### src/rtl/grid_sequencer_pkg.sv
// Shared types and constants for the systolic grid sequencer.
package grid_sequencer_pkg;

  localparam int GS_N            = 4;
  localparam int GS_DATA_WIDTH   = 8;
  localparam int GS_RESULT_WIDTH = 32;
  localparam int GS_ROWS_W       = 16;

  typedef enum logic [1:0] {
    IDLE   = 2'd0,
    LOAD_W = 2'd1,
    STREAM = 2'd2,
    DRAIN  = 2'd3
  } state_e;

  // Number of advancing cycles from accepting an activation vector to the
  // aligned result appearing at the output.
  function automatic int lat(input int n);
    return 2 * n - 1;
  endfunction

endpackage

### src/rtl/grid_sequencer_if.sv
// Host-side command / input / result handshake bundle of the grid sequencer.
interface grid_sequencer_if
  import grid_sequencer_pkg::*;
#(
  parameter int N            = GS_N,
  parameter int DATA_WIDTH   = GS_DATA_WIDTH,
  parameter int RESULT_WIDTH = GS_RESULT_WIDTH,
  parameter int ROWS_W       = GS_ROWS_W
);
  logic                      cmd_valid;
  logic                      cmd_ready;
  logic                      cmd_load_w;
  logic [ROWS_W-1:0]         cmd_rows;
  logic                      in_valid;
  logic                      in_ready;
  logic [N*DATA_WIDTH-1:0]   in_data;
  logic                      out_valid;
  logic                      out_ready;
  logic [N*RESULT_WIDTH-1:0] out_data;
  logic                      out_last;

  modport master (
    output cmd_valid, cmd_load_w, cmd_rows, in_valid, in_data, out_ready,
    input  cmd_ready, in_ready, out_valid, out_data, out_last
  );

  modport slave (
    input  cmd_valid, cmd_load_w, cmd_rows, in_valid, in_data, out_ready,
    output cmd_ready, in_ready, out_valid, out_data, out_last
  );
endinterface

### src/rtl/grid_sequencer_delay_line.sv
// Enable-gated shift register; DEPTH of zero degenerates to a plain wire.
module delay_line #(
  parameter int WIDTH = 8,
  parameter int DEPTH = 1,
  parameter bit EN    = 1'b1
) (
  input  logic             clk,
  input  logic             reset,
  input  logic             en,
  input  logic [WIDTH-1:0] din,
  output logic [WIDTH-1:0] dout
);
  if (DEPTH == 0) begin : g_wire
    logic unused_ctrl;
    assign unused_ctrl = ^{clk, reset, en};
    assign dout = din;
  end else begin : g_regs
    logic [WIDTH-1:0] stage_q [DEPTH];
    logic [WIDTH-1:0] stage_d [DEPTH];

    // Shift one position per enabled cycle, otherwise hold.
    always_comb begin
      for (int k = 0; k < DEPTH; k++) stage_d[k] = stage_q[k];
      if (!EN || en) begin
        stage_d[0] = din;
        for (int k = 1; k < DEPTH; k++) stage_d[k] = stage_q[k-1];
      end
    end

    // Stage registers, cleared on reset.
    always_ff @(posedge clk) begin
      if (reset) stage_q <= '{default: '0};
      else       stage_q <= stage_d;
    end

    assign dout = stage_q[DEPTH-1];
  end
endmodule

### src/rtl/grid_sequencer.sv
// Sequencer in front of an NxN weight-stationary systolic grid: loads
// weights, streams skewed activations, de-skews column sums into results.
//
//   state  | meaning
//   IDLE   | waiting for a command, result pipeline empty
//   LOAD_W | passing N weight beats straight to the grid
//   STREAM | pushing activations (or bubbles) into the skew line
//   DRAIN  | pushing bubbles until every tagged result has left
module grid_sequencer
  import grid_sequencer_pkg::*;
#(
  parameter int N            = GS_N,
  parameter int DATA_WIDTH   = GS_DATA_WIDTH,
  parameter int RESULT_WIDTH = GS_RESULT_WIDTH,
  parameter int ROWS_W       = GS_ROWS_W
) (
  input  logic                      clk,
  input  logic                      reset,
  grid_sequencer_if.slave           bus,
  output logic                      busy,
  output logic                      grid_enable,
  output logic                      grid_load_weight,
  output logic [N*DATA_WIDTH-1:0]   grid_inputs_left,
  input  logic [N*RESULT_WIDTH-1:0] grid_sums_bottom
);
  localparam int L      = lat(N);
  localparam int WCNT_W = (N > 1) ? $clog2(N) : 1;

  state_e            state_q, state_d;
  logic [ROWS_W-1:0] rem_q, rem_d;
  logic [WCNT_W-1:0] wcnt_q, wcnt_d;
  logic [L-1:0]      tv_q, tv_d;   // valid tag per pipeline slot
  logic [L-1:0]      tl_q, tl_d;   // last-of-command tag per slot

  logic stall, adv, pipe_en, accept, push_v, push_l;
  logic cmd_rdy, in_rdy, tags_empty;
  logic [N*DATA_WIDTH-1:0]   skew_in, skew_out;
  logic [N*RESULT_WIDTH-1:0] deskew_out;

  assign stall      = tv_q[L-1] & ~bus.out_ready;
  assign adv        = ~stall;
  assign tags_empty = ~|tv_q;

  // Next-state, counters and handshake/grid control.
  always_comb begin
    state_d          = state_q;
    rem_d            = rem_q;
    wcnt_d           = wcnt_q;
    cmd_rdy          = 1'b0;
    in_rdy           = 1'b0;
    grid_enable      = 1'b0;
    grid_load_weight = 1'b0;
    pipe_en          = 1'b0;
    accept           = 1'b0;
    push_v           = 1'b0;
    push_l           = 1'b0;
    unique case (state_q)
      IDLE: begin
        cmd_rdy = tags_empty;
        if (bus.cmd_valid && tags_empty) begin
          rem_d  = bus.cmd_rows;
          wcnt_d = WCNT_W'(N - 1);
          if (bus.cmd_load_w)           state_d = LOAD_W;
          else if (bus.cmd_rows != '0)  state_d = STREAM;
        end
      end
      LOAD_W: begin
        in_rdy = 1'b1;
        if (bus.in_valid) begin
          grid_load_weight = 1'b1;
          grid_enable      = 1'b1;
          if (wcnt_q == '0) state_d = (rem_q == '0) ? DRAIN : STREAM;
          else              wcnt_d  = wcnt_q - 1'b1;
        end
      end
      STREAM: begin
        in_rdy      = adv;
        grid_enable = adv;
        pipe_en     = adv;
        accept      = bus.in_valid & adv;
        push_v      = accept;
        push_l      = accept && (rem_q == ROWS_W'(1));
        if (accept) begin
          rem_d = rem_q - 1'b1;
          if (rem_q == ROWS_W'(1)) state_d = DRAIN;
        end
      end
      DRAIN: begin
        grid_enable = adv;
        pipe_en     = adv;
        if (tags_empty) state_d = IDLE;
      end
      default: state_d = IDLE;
    endcase
  end

  // Tag pipeline shifts in lockstep with the skew/de-skew lines.
  always_comb begin
    tv_d = tv_q;
    tl_d = tl_q;
    if (pipe_en) begin
      tv_d = {tv_q[L-2:0], push_v};
      tl_d = {tl_q[L-2:0], push_l};
    end
  end

  // State, counters and tag registers.
  always_ff @(posedge clk) begin
    if (reset) begin
      state_q <= IDLE;
      rem_q   <= '0;
      wcnt_q  <= '0;
      tv_q    <= '0;
      tl_q    <= '0;
    end else begin
      state_q <= state_d;
      rem_q   <= rem_d;
      wcnt_q  <= wcnt_d;
      tv_q    <= tv_d;
      tl_q    <= tl_d;
    end
  end

  // Bubbles enter the skew line as zeros so they contribute nothing.
  assign skew_in = accept ? bus.in_data : '0;

  for (genvar i = 0; i < N; i++) begin : g_skew
    delay_line #(.WIDTH(DATA_WIDTH), .DEPTH(i), .EN(1'b1)) u_skew (
      .clk   (clk),
      .reset (reset),
      .en    (pipe_en),
      .din   (skew_in[i*DATA_WIDTH +: DATA_WIDTH]),
      .dout  (skew_out[i*DATA_WIDTH +: DATA_WIDTH])
    );
  end

  for (genvar j = 0; j < N; j++) begin : g_deskew
    delay_line #(.WIDTH(RESULT_WIDTH), .DEPTH(N - 1 - j), .EN(1'b1)) u_deskew (
      .clk   (clk),
      .reset (reset),
      .en    (pipe_en),
      .din   (grid_sums_bottom[j*RESULT_WIDTH +: RESULT_WIDTH]),
      .dout  (deskew_out[j*RESULT_WIDTH +: RESULT_WIDTH])
    );
  end

  // Weights bypass the skew line; they are fed to every row in the same cycle.
  assign grid_inputs_left = (state_q == LOAD_W) ? bus.in_data : skew_out;

  assign busy          = (state_q != IDLE);
  assign bus.cmd_ready = cmd_rdy;
  assign bus.in_ready  = in_rdy;
  assign bus.out_valid = tv_q[L-1];
  assign bus.out_last  = tv_q[L-1] & tl_q[L-1];
  // Gated so that untagged sums never leak out and reset reads as zero.
  assign bus.out_data  = tv_q[L-1] ? deskew_out : '0;
endmodule

### src/flat_wrapper.sv
// flat-port wrapper written by rule: the top's interface ports become plain ports
module grid_sequencer_flat import grid_sequencer_pkg::*;
#(
  parameter int N            = GS_N,
  parameter int DATA_WIDTH   = GS_DATA_WIDTH,
  parameter int RESULT_WIDTH = GS_RESULT_WIDTH,
  parameter int ROWS_W       = GS_ROWS_W
)
  (clk, reset, busy, grid_enable, grid_load_weight, grid_inputs_left, grid_sums_bottom, bus_cmd_valid, bus_cmd_load_w, bus_cmd_rows, bus_in_valid, bus_in_data, bus_out_ready, bus_cmd_ready, bus_in_ready, bus_out_valid, bus_out_data, bus_out_last);
  grid_sequencer_if #(.N(N), .DATA_WIDTH(DATA_WIDTH), .RESULT_WIDTH(RESULT_WIDTH), .ROWS_W(ROWS_W)) bus_i ();
  input  logic clk;
  input  logic reset;
  output logic busy;
  output logic grid_enable;
  output logic grid_load_weight;
  output logic [N*DATA_WIDTH-1:0] grid_inputs_left;
  input  logic [N*RESULT_WIDTH-1:0] grid_sums_bottom;
  input wire logic [$bits(bus_i.cmd_valid)-1:0] bus_cmd_valid;
  input wire logic [$bits(bus_i.cmd_load_w)-1:0] bus_cmd_load_w;
  input wire logic [$bits(bus_i.cmd_rows)-1:0] bus_cmd_rows;
  input wire logic [$bits(bus_i.in_valid)-1:0] bus_in_valid;
  input wire logic [$bits(bus_i.in_data)-1:0] bus_in_data;
  input wire logic [$bits(bus_i.out_ready)-1:0] bus_out_ready;
  output wire logic [$bits(bus_i.cmd_ready)-1:0] bus_cmd_ready;
  output wire logic [$bits(bus_i.in_ready)-1:0] bus_in_ready;
  output wire logic [$bits(bus_i.out_valid)-1:0] bus_out_valid;
  output wire logic [$bits(bus_i.out_data)-1:0] bus_out_data;
  output wire logic [$bits(bus_i.out_last)-1:0] bus_out_last;
  assign bus_i.cmd_valid = bus_cmd_valid;
  assign bus_i.cmd_load_w = bus_cmd_load_w;
  assign bus_i.cmd_rows = bus_cmd_rows;
  assign bus_i.in_valid = bus_in_valid;
  assign bus_i.in_data = bus_in_data;
  assign bus_i.out_ready = bus_out_ready;
  assign bus_cmd_ready = bus_i.cmd_ready;
  assign bus_in_ready = bus_i.in_ready;
  assign bus_out_valid = bus_i.out_valid;
  assign bus_out_data = bus_i.out_data;
  assign bus_out_last = bus_i.out_last;
  grid_sequencer #(.N(N), .DATA_WIDTH(DATA_WIDTH), .RESULT_WIDTH(RESULT_WIDTH), .ROWS_W(ROWS_W)) u_core (.clk(clk), .reset(reset), .bus(bus_i), .busy(busy), .grid_enable(grid_enable), .grid_load_weight(grid_load_weight), .grid_inputs_left(grid_inputs_left), .grid_sums_bottom(grid_sums_bottom));
endmodule
### config.mk
export PLATFORM = sky130hd
export DESIGN_NAME = grid_sequencer_flat
export DESIGN_NICKNAME = d
export VERILOG_FILES = /design/src/rtl/grid_sequencer_pkg.sv /design/src/rtl/grid_sequencer_if.sv /design/src/rtl/grid_sequencer_delay_line.sv /design/src/rtl/grid_sequencer.sv /design/src/flat_wrapper.sv
export SDC_FILE = /design/constraint.sdc
export NUM_CORES = 1
export LEC_CHECK = 0
export CAP_MARGIN = 20
export CORE_UTILIZATION = 48
export CTS_BUF_LIST = sky130_fd_sc_hd__clkbuf_8
export DETAILED_ROUTE_END_ITERATION = 7
export GPL_ROUTABILITY_DRIVEN = 0
export GPL_TIMING_DRIVEN = 1
export PLACE_DENSITY = 0.82
export SLEW_MARGIN = 20
export SYNTH_ARGS = -nofsm -noshare
export SYNTH_HDL_FRONTEND = slang
export SYNTH_SLANG_ARGS = --single-unit
### constraint.sdc
create_clock -name clk -period 2.7 [get_ports clk]
set_input_delay 0.405 -clock clk [delete_from_list [all_inputs] [get_ports clk]]
set_output_delay 0.405 -clock clk [all_outputs]
set_load 0.01 [all_outputs]
# --- Word level (Yosys, flattened, before mapping) ---
# Cells that the tools add are included.
totals:
  reg_bits: 274
  input_bits: 182
  out_inout_bits: 167
classes:
  add_sub_neg: 2
  n_eq_ne: 12
  n_mux: 28
  bitwise_logic: 5
  n_reduce_logical: 15
ops:
  columns: ["cell", "n"]
  rows:
  - ["2-to-1 mux 128 bit", 1]
  - ["2-to-1 mux 32 bit", 2]
  - ["2-to-1 mux 16 bit", 2]
  - ["one-hot mux 16 bit (2 select lines)", 1]
  - ["2-to-1 mux 2 bit", 11]
  - ["equality test 16 x 1 -> 1 bit, second input constant", 1]
  - ["zero test 16 bit", 1]
  - ["nonzero test 16 bit", 1]
  - ["subtractor 16 x 1 -> 16 bit, second input constant", 1]
  - ["!= test 2 x 1 -> 1 bit, second input constant", 4]
  - ["one-hot mux 2 bit (4 select lines)", 1]
  - ["2-to-1 mux 1 bit", 7]
  - ["AND reduction 7 bit", 1]
  - ["OR reduction 7 bit", 1]
  - ["!= test 2 bit, second input constant", 3]
  - ["nonzero test 2 bit", 3]
  - ["equality test 2 bit, second input constant", 2]
  - ["zero test 2 bit", 2]
  - ["one-hot mux 1 bit (2 select lines)", 2]
  - ["one-hot mux 2 bit (2 select lines)", 1]
  - ["AND reduction 4 bit", 1]
  - ["AND 1 bit", 3]
  - ["!= test 3 x 2 -> 1 bit, second input constant", 1]
  - ["AND reduction 3 bit", 1]
  - ["other kinds (6)", 8]

# --- Depth between registers and ports, before layout ---
logic_depth:
  word_depth: 7
  depth_mapped: 8
  depth_no_buf: 7

# --- By module ---
# Synthesis repeated with hierarchy kept, for this count alone.
unflattened:
  hier_cells: 1367
  area_unflattened_um2: 12916.1
modules_own_cells:
  columns: ["mod", "n_inst", "cells_per_inst", "area_per_inst_um2", "seq_area_each_um2"]
  rows:
  - ["delay_line at u_core.g_deskew[0].u_deskew", 1, 342, 3669.8, 1921.8]
  - ["grid_sequencer", 1, 473, 3395.8, 680.7]
  - ["delay_line at u_core.g_deskew[1].u_deskew", 1, 238, 2531.2, 1281.2]
  - ["delay_line at u_core.g_deskew[2].u_deskew", 1, 103, 1163.6, 640.6]
  - ["delay_line at u_core.g_skew[3].u_skew", 1, 85, 929.6, 480.5]
  - ["delay_line at u_core.g_skew[2].u_skew", 1, 60, 640.6, 320.3]
  - ["delay_line at u_core.g_skew[1].u_skew", 1, 26, 285.3, 160.2]
  - ["delay_line at u_core.g_deskew[3].u_deskew", 1, 32, 240.2, 0.0]
  - ["delay_line at u_core.g_skew[0].u_skew", 1, 8, 60.1, 0.0]

# --- Worst setup path after synthesis ---
# OpenSTA, ideal clock, no wires.
synth_path:
  path_kind: "register to output"
  from: "register u_core.state_q[0]"
  to: "output grid_enable"
  arrival_ns: 1.800
  setup_slack_ns: 0.495
  path_stages_with_launch: 8
  cell_sequence: "dfxtp_1 -> inv_1 -> ha_1 -> buf_1 -> o21a_1 -> clkbuf_1 -> clkbuf_1 -> o21a_1"
synth_between:
  elab_chain_len: 3
synth_rtl:
  columns: ["item", "line_no", "source"]
  rows:
  - ["from (decl)", "grid_sequencer.sv:29", "state_e state_q, state_d;"]
  - ["from (signal assigned)", "grid_sequencer.sv:116", "state_q <= state_d;"]
  - ["equality test 2 bit", "grid_sequencer.sv:57", "unique case (state_q)"]
  - ["OR reduction 2 bit (no line)", null, null]
  - ["one-hot mux 1 bit (2 select lines) *", "grid_sequencer.sv:57", null]
  - ["to (decl)", "flat_wrapper.sv:14", "output logic grid_enable;"]
# Every way passes the cells marked *; elsewhere a longest branch is shown, timed or not.

# --- Final worst setup path ---
layout_path:
  from: "register u_core.state_q[1]"
  to: "output grid_inputs_left[27]"
layout_between:
  elab_chain_len: 2
layout_rtl:
  columns: ["item", "line_no", "source"]
  rows:
  - ["equality test 2 x 1 -> 1 bit", "grid_sequencer.sv:148", "assign grid_inputs_left = (state_q == LOAD_W) ? bus.in_data : skew_out;"]
  - ["2-to-1 mux 32 bit", "grid_sequencer.sv:148", null]
  - ["to (decl)", "flat_wrapper.sv:16", "output logic [N*DATA_WIDTH-1:0] grid_inputs_left;"]
# Every way passes these cells.

==> results_dict.tcl <==
set metrics [dict create \
    clock-skew-final_ns 0.0124 \
    die_h_um 156 \
    yosysSeqAreaShare_pct 48.4 \
    dominantRegCellSynth "dfxtp_1" \
    drtIter0Drc 495 \
    grt_pass1_vias 10435 \
    fin_util_pct 69.7 \
    syn_inst 1453 \
    wl_um 31200 \
    ir_worst_vdd_mv 0.526 \
    viasPerCell 5.15 \
    rsz0062_at_grt "no" \
    setup_violations 0 \
    drt-pass1-iter-count 5 \
    synth.net_count 1643 \
    htreeDepth 2 \
    synth_cell_types 51 \
    dieArea_um2 24200 \
    drc 0 \
    antenna_found_initial 1 \
    synth_top_area_share_pct 48.4 \
    yosysWarnings 0 \
    clk_pin_slew_ns 0.06 \
    wl_per_cell_um 14.9 \
    grt_overflow_total 0 \
    cts.sink_count 274 \
    tightest_slew_ns 0.548 \
    nets 1948 \
    maxCapViolCount 0 \
    clk-insertion-delay-late_ns 0.54 \
    async_flop_share_pct 0 \
    fmax_mhz 382 \
    crit_fanout 9 \
    status "finished clean" \
    coreArea_um2 22900 \
    yosysMostFrequentCell "nand2_1" \
    num-fill-cells 1878 \
    io_buffers 348 \
    syn_area_um2 11300 \
    ant_nets 0 \
    synth_edf_count 0 \
    root_buffer "clkbuf_8" \
    initial_core_util_pct 49.4 \
    leakage_uw 0.00583 \
    drv_slew 0 \
    worstPathRequired_ns 2.30 \
    worstSetupEndpointType "output pin" \
    grt_pass1_wl_um 49700 \
    cts_inserted_buffers 45 \
    avgSynthCellArea_um2 7.79 \
    cts_tree "done" \
    hold_class "primary input to flop" \
    area_delta_synth_final_pct 41.0 \
    regArea_um2 5490 \
    hold_violations 0 \
    synthTopCellsByArea "dfxtp_1 (48%), nand2_1 (16%), a21oi_1 (11%)" \
    slew_headroom_pct 62.9 \
    hpwl_um 20700 \
    worstSetupPathType "flop to output pin" \
    die_x_um 156 \
    tns_ns 0 \
    cts_max_path_buffers 3 \
    track_usage_pct 25.2 \
    period_needed_ns 2.62 \
    post-route-period-util_pct 97.0 \
    grt_start_max_net_pins 110 \
    start_kind "flop" \
    synth.top_cells.by_count "nand2_1 (471), dfxtp_1 (274), a21oi_1 (250), and2_1 (130), clkbuf_1 (95)" \
    synth_area_leader_cell "dfxtp_1" \
    arrival_ns 2.21 \
    io_pins 349 \
    ys_seq_elements 274 \
    rows 55 \
    vias 10802 \
    p_per_area_nw_per_um2 805 \
    multiInputGateArea_um2 5400 \
    drive_gt1_share_pct 7.17 \
]
worst max-delay path, cell delays in order, from the launching register on:
cell and delay (ns):
dfxtp_1 0.35, inv_2 0.10, ha_4 0.17, buf_4 0.21, mux2_2 0.35, clkdlybuf4s50_1 0.50
flip-flops by register name, summed over array words and instances, names as in the netlist:
register	flops
u_core.state_q	2
u_core.g_skew.u_skew.dout	24
u_core.g_deskew.u_deskew.g_regs.stage_q	96
u_core.wcnt_q	2
u_core.rem_q	16
u_core.tl_q	7
u_core.g_deskew.u_deskew.dout	96
u_core.g_skew.u_skew.g_regs.stage_q	24
u_core.tv_q	7
worst paths after layout:
kind                     startpoint                               to  slack [ns]  cells past startpoint
hold reg to reg      u_core.tl_q[2]                   u_core.tl_q[3]        0.45                      2
setup / recovery  u_core.state_q[1]             grid_inputs_left[27]        0.08                      5
hold / removal                reset  u_core.g_skew[1].u_skew.dout[3]        0.34                      2
setup reg to reg    u_core.rem_q[0]                 u_core.rem_q[10]        0.50                      7
routing by layer:
metal  routed length, um  vias to the layer above  global-route usage, %
li1                    -                     5359                      -
met1               11700                     5001                   26.7
met2               15700                      373                   45.6
met3                2820                       69                   8.72
met4                 915                        0                   9.90
met5                   0                        -                      0
power by group:
part / internal [uW] / total [uW] / switching (uW)
clock: 1850 / 3390 / 1540
sequential: 4590 / 4930 / 342
combinational: 1800 / 4520 / 2720
total: 8250 / 12800 / 4600
area by class of cell:
class | instances | share of cell area [%]
clock inverter | 20 | 0.666
antenna | 1 | 0.0157
tap | 313 | 2.45
inverter | 10 | 0.321
multi-input combinational | 1058 | 33.8
timing repair buffer | 369 | 23.8
sequential | 274 | 34.4
clock buffer | 53 | 4.57
timing repair:
action                                  4_1_cts  5_1_grt
endpoints found under the setup margin       27       26
setup buffers                                 0        0
pin swaps                                     0        1
gates cloned                                  0        1
hold buffers                                  0        0
resized for setup                            15       14
cells in the final DEF (no fill, tap or decap), types with 3 or more instances in the layout:
| cell type | instances |
|---|---|
| a211oi_1 | 3 |
| a21oi_1 | 250 |
| a22oi_1 | 25 |
| and2_1 | 130 |
| buf_12 | 9 |
| buf_4 | 10 |
| clkbuf_8 | 54 |
| clkdlybuf4s50_1 | 330 |
| dfxtp_1 | 272 |
| dlygate4sd2_1 | 8 |
| dlymetal6s2s_1 | 9 |
| ha_1 | 7 |
| inv_1 | 25 |
| mux2_2 | 26 |
| mux2i_1 | 3 |
| nand2_1 | 471 |
| nand2b_1 | 4 |
| nor2_1 | 40 |
| nor2b_1 | 15 |
| nor3_1 | 8 |
| nor4_1 | 5 |
| nor4_2 | 3 |
| o21a_1 | 3 |
| o21ai_0 | 7 |
| o21ai_1 | 17 |
| o32ai_1 | 3 |
logic make-up after synthesis:
group	share of synthesized area [%]
AND/OR/NAND/NOR	27.7
multiplexers	2.85
buffers and inverters	4.31
adder cells (fa/ha/maj)	0.884
AO/OA/AOI/OAI	15.8
flip-flops	48.4
metrics by stage:
step	power, uW	hold slack, ns	worst slack, ns	std cells	area (um^2)
global placement	9320	0.436	0.198	2023	15000
CTS	12900	0.326	0.00645	2096	15900
global route	13600	0.348	0.00643	2098	16000
detailed placement	9450	0.441	0.113	2023	15000
finish	12800	0.345	0.0807	2098	16000
floorplan	7930	0.432	0.495	1453	11300
No activity file was read; power rests on OpenSTA's default activity.
